===== config.mk =====
export PLATFORM = sky130hd
export DESIGN_NAME = lfsr_rng_hexdisp
export DESIGN_NICKNAME = d
export VERILOG_FILES = /design/src/rtl/lfsr_rng_hexdisp.sv
export SDC_FILE = /design/constraint.sdc
export NUM_CORES = 1
export LEC_CHECK = 0
export ABC_AREA = 1
export CAP_MARGIN = 20
export CORE_MARGIN = 2
export CORE_UTILIZATION = 25
export CTS_CLUSTER_DIAMETER = 80
export DETAILED_ROUTE_END_ITERATION = 10
export GPL_ROUTABILITY_DRIVEN = 1
export GPL_TIMING_DRIVEN = 1
export SETUP_SLACK_MARGIN = 0.1
export SLEW_MARGIN = 20
export SYNTH_ARGS = -nofsm -noshare
export SYNTH_HDL_FRONTEND = slang
export SYNTH_SLANG_ARGS = --single-unit

===== constraint.sdc =====
create_clock -name clk -period 2.01 [get_ports clk]
set_clock_uncertainty 0.2 [all_clocks]
set_input_delay 0.3015 -clock clk [delete_from_list [all_inputs] [get_ports clk]]
set_output_delay 0.3015 -clock clk [all_outputs]
set_load 0.01 [all_outputs]

===== src/rtl/lfsr_rng_hexdisp.sv =====
// Fibonacci LFSR random source with seed load, RUN/STEP/HOLD advance control,
// period-wrap detection and a hex seven-segment decode of the current state.
module lfsr_rng_hexdisp #(
  parameter int               WIDTH        = 8,
  parameter logic [WIDTH-1:0] TAPS         = 'h1D,
  parameter int               DIV          = 500,
  parameter logic [WIDTH-1:0] SEED_DEFAULT = 'd1,
  parameter int               NDIG         = (WIDTH + 3) / 4
) (
  input  logic              clk,
  input  logic              reset,
  input  logic [WIDTH-1:0]  seed_i,
  input  logic              load_i,
  input  logic [1:0]        mode_i,
  input  logic              step_i,
  output logic [WIDTH-1:0]  state_o,
  output logic              adv_o,
  output logic              wrap_o,
  output logic [NDIG*7-1:0] seg_o
);

  localparam int DW = (DIV > 2) ? $clog2(DIV) : 1;
  localparam logic [DW-1:0] DIV_LAST = DW'(DIV - 1);
  localparam logic [1:0] MODE_RUN  = 2'b01;
  localparam logic [1:0] MODE_STEP = 2'b10;

  logic [WIDTH-1:0] state_q, state_d;
  logic [WIDTH-1:0] loaded_q, loaded_d;
  logic [DW-1:0]    div_q, div_d;
  logic             step_q;
  logic             adv_q, adv_d;
  logic             wrap_q, wrap_d;

  logic             fb;
  logic [WIDTH-1:0] next_state;
  logic [WIDTH-1:0] seed_eff;
  logic             run_tc;
  logic             step_edge;

  always_comb begin
    fb         = ^(state_q & TAPS);
    next_state = {fb, state_q[WIDTH-1:1]};
    // An all-zero seed would lock the register, so it is replaced
    seed_eff   = (seed_i == '0) ? SEED_DEFAULT : seed_i;
    run_tc     = (mode_i == MODE_RUN) && (div_q == DIV_LAST);
    step_edge  = (mode_i == MODE_STEP) && step_i && !step_q;

    state_d  = state_q;
    loaded_d = loaded_q;
    div_d    = '0;
    adv_d    = 1'b0;
    wrap_d   = 1'b0;

    if (load_i) begin
      state_d  = seed_eff;
      loaded_d = seed_eff;
    end else begin
      if (mode_i == MODE_RUN && !run_tc) div_d = div_q + 1'b1;
      if (run_tc || step_edge) begin
        state_d = next_state;
        adv_d   = 1'b1;
        wrap_d  = (next_state == loaded_q);
      end
    end
  end

  always_ff @(posedge clk or posedge reset) begin
    if (reset) begin
      state_q  <= SEED_DEFAULT;
      loaded_q <= SEED_DEFAULT;
      div_q    <= '0;
      step_q   <= 1'b0;
      adv_q    <= 1'b0;
      wrap_q   <= 1'b0;
    end else begin
      state_q  <= state_d;
      loaded_q <= loaded_d;
      div_q    <= div_d;
      step_q   <= step_i;
      adv_q    <= adv_d;
      wrap_q   <= wrap_d;
    end
  end

  function automatic logic [6:0] hex7(input logic [3:0] n);
    case (n)
      4'h0: hex7 = 7'b0000001;
      4'h1: hex7 = 7'b1001111;
      4'h2: hex7 = 7'b0010010;
      4'h3: hex7 = 7'b0000110;
      4'h4: hex7 = 7'b1001100;
      4'h5: hex7 = 7'b0100100;
      4'h6: hex7 = 7'b0100000;
      4'h7: hex7 = 7'b0001111;
      4'h8: hex7 = 7'b0000000;
      4'h9: hex7 = 7'b0000100;
      4'hA: hex7 = 7'b0001000;
      4'hB: hex7 = 7'b1100000;
      4'hC: hex7 = 7'b0110001;
      4'hD: hex7 = 7'b1000010;
      4'hE: hex7 = 7'b0110000;
      default: hex7 = 7'b0111000;
    endcase
  endfunction

  logic [NDIG*4-1:0] state_pad;

  always_comb begin
    state_pad = (NDIG*4)'(state_q);
    seg_o     = '0;
    for (int i = 0; i < NDIG; i++) begin
      seg_o[7*i +: 7] = hex7(state_pad[4*i +: 4]);
    end
  end

  assign state_o = state_q;
  assign adv_o   = adv_q;
  assign wrap_o  = wrap_q;

endmodule


==> results.json, run 1 <==
{
  "status": "finished, violations left",
  "violations": "negative setup slack",
  "synth_seq_cells": 28,
  "period_minus_slack_ns": 2.07,
  "grt_pass1_vias": 1923,
  "timing.fmax_ghz": 0.483,
  "cp.arrival_ns": 1.57,
  "synth_compound_area_share_pct": 14.2,
  "post-route-period-util_pct": 103,
  "pwr-share-clk_pct": 19.1,
  "leakage_nw": 1.43,
  "required_ns": 1.51,
  "vias": 1890,
  "fp-row-count": 31,
  "cp-end-kind": "output port",
  "antenna_found_initial": 0,
  "drc_errors": 0,
  "cts_root_buf": "clkbuf_8",
  "die_area_um2": 8270,
  "intPower_mw": 1.20,
  "synth_top_family_by_area": "simple AND/OR/NAND/NOR gates",
  "nets": 357,
  "critPathLaunchType": "register",
  "drive_above_1_share_pct": 38.3,
  "num_antenna_cells": 0,
  "most-common-layout-cells": "nand2_1 (67), buf_4 (30), dfrtp_1 (23)",
  "setup_viol": 5,
  "synthSimpleGateAreaFrac_pct": 30.6,
  "peakVddDrop_mv": 0.212,
  "synthMuxAreaShare_pct": 0,
  "cp_cell_sequence": "buf_6 > buf_4 > nand2_2 > o21ai_2 > nand2_1 > o31ai_1 > buf_2",
  "combPwrFrac_pct": 46.3,
  "crit_fanout": 5,
  "io_buffers": 37,
  "start_util_pct": 25.9,
  "die_h_um": 90.9,
  "p_sw_share_pct": 35.9,
  "ys_types": 30,
  "power_per_cell_area_nw_per_um2": 627,
  "cts_inserted_buffers": 3,
  "vias_per_cell": 4.42,
  "top_level_ports": 38,
  "path_clk_slew_ns": 0.10,
  "layout_commonest_cell": "nand2_1",
  "path_class": "reg -> out",
  "insertion_delay_ns": 0.28,
  "synthXorXnorAreaFrac_pct": 1.85,
  "crit_slowest_cell": "dfstp_2",
  "drv_slew": 0,
  "yosysWarnings": 0,
  "drt_iter0_markers": 63,
  "antenna_left": 0,
  "gp_congestion": 0.856,
  "post-dp-hpwl_um": 3550,
  "core_area_um2": 7290,
  "cts-htree-levels": 1,
  "dpl_worst_slack_ns": -0.232,
  "die_w_um": 90.9,
  "track_usage_pct": 12.4,
  "yosys.area_share.adder_pct": 8.61,
  "avgSynthCellArea_um2": 7.41,
  "cts_tree": "yes",
  "rsz0062_at_grt": "true",
  "r2r-start": "div_q[0]",
  "crit_start": "state_o[0]",
  "yosysSeqAreaShare_pct": 37.2,
  "cts_max_path_buffers": 2,
  "synth_area_um2": 1890,
  "crit_buf_inv": 3,
  "cts_sinks": 28,
  "tightest_slew_ns": 0.431,
  "power_switching_uw": 671,
  "area_growth_pct": 57.4,
  "grt_first_pass_wirelength_um": 8540,
  "grt_max_degree": 29,
  "min_path_type": "in -> async",
  "avgRoutedWirePerCell_um": 11.7,
  "fin_hold_ws_ns": 0.180,
  "netlist_instances": 255,
  "num-fill-cells": 738,
  "maxCapViolations": 0,
  "maxSlewHeadroom_pct": 71.2,
  "timing.final.hold_violations": 0,
  "critPathTopFamily": "flip-flops",
  "dr.pass1.iters": 4,
  "grt_overflow": 0,
  "wl_um": 5010,
  "setup_slack_ns": -0.0592,
  "share_seq_of_total_power_pct": 34.6,
  "syn_nets": 282,
  "max_stage_delay_ns": 0.56
}
final cells by class:
type / count / area (µm²) / share of cell area, %
Clock buffer: 4 / 55.1 / 1.85
Tap cell: 99 / 124 / 4.16
Timing Repair Buffer: 78 / 671 / 22.5
Multi-Input combinational cell: 193 / 1310 / 44.1
Sequential cell: 28 / 707 / 23.8
Inverter: 26 / 105 / 3.53
power by group through the flow:
stage	Sequential [mW]	Combinational, mW	Clock, mW
global placement	0.646	0.732	0
CTS	0.642	0.794	0.373
global route	0.653	0.953	0.390
finish	0.645	0.864	0.356
detailed placement	0.648	0.737	0
floorplan	0.659	0.349	0
logic make-up after synthesis:
logic type,Yosys count
buffers and inverters,34
flip-flops,28
AND/OR/NAND/NOR,133
adder cells (fa/ha/maj),13
XOR/XNOR,4
AO/OA/AOI/OAI,43
cells in the mapped netlist (all sizes together):
library cell | count | share of area [%]
nor2 | 25 | 5.6
nand4 | 2 | 0.66
a21oi | 8 | 2.1
o31ai | 1 | 0.40
xnor2 | 2 | 0.93
a41oi | 1 | 0.46
nor3 | 4 | 1.1
o21ai | 23 | 7.3
buf | 4 | 1.5
nand2 | 82 | 17
nor2b | 1 | 0.33
clkbuf | 4 | 0.79
xor2 | 2 | 0.93
inv | 26 | 5.2
nor3b | 2 | 0.79
nand3 | 17 | 5.2
o21a | 7 | 2.8
dfstp | 2 | 2.8
ha | 13 | 8.6
a32o | 1 | 0.53
dfrtp | 26 | 34
a31oi | 2 | 0.66
repair_timing:
action                     CTS  global route
setup endpoints to repair   22            18
cloned                       0             0
hold buffers                 0             0
resized for setup          123            29
setup buffers                6             4
pin swaps                   23             7
metal layers:
layer | GRT usage [%] | share of wire, % | up-vias
li1 | - | - | 974
met4 | 3.03 | 2.1 | 0
met3 | 2.99 | 3.8 | 10
met1 | 15.1 | 45 | 877
met2 | 21.7 | 50 | 29
met5 | 0 | 0 | -
sequential cells by signal (all words and copies together) (netlist names):
register	cells
wrap_o	1
loaded_q	8
div_q	9
adv_o	1
state_o	8
step_q	1
worst register-to-register path, delay by kind of cell (launching register included):
kind	cells	cell delay (ns)
AND/OR/NAND/NOR	6	0.74
adder cells (fa/ha/maj)	1	0.23
flip-flops	1	0.40
AO/OA/AOI/OAI	1	0.07
per-stage QoR:
step | setup TNS, ns | power (mW) | utilization, % | cell area (µm²) | instances
6_report | -0.121 | 1.87 | 40.8 | 2970 | 428
5_1_grt | -0.770 | 2.00 | 40.8 | 2970 | 428
4_1_cts | -0.0561 | 1.81 | 39.1 | 2850 | 425
3_5_place_dp | -2.09 | 1.38 | 35.6 | 2590 | 415
3_3_place_gp | -1.82 | 1.38 | 35.6 | 2590 | 415
2_1_floorplan | 0 | 1.01 | - | 1890 | 255
worst paths after layout:
kind	endpoint	slack [ns]	cells past startpoint
max reg2reg	state_o[6]	0.30	8
min	loaded_q[5]	0.18	3
max in group asynchronous	loaded_q[0]	1.11	3
min reg2reg	div_q[0]	0.26	1
max	seg_o[2]	-0.06	7
min in group clk	div_q[0]	0.26	1
(Power assumes the default switching activity.)
==> run 2, diff against run 1 <==
GPL_ROUTABILITY_DRIVEN = unset   (was 1)
==> results of run 2 <==
Final layout, timing and power as in run 1 (identical DEF).
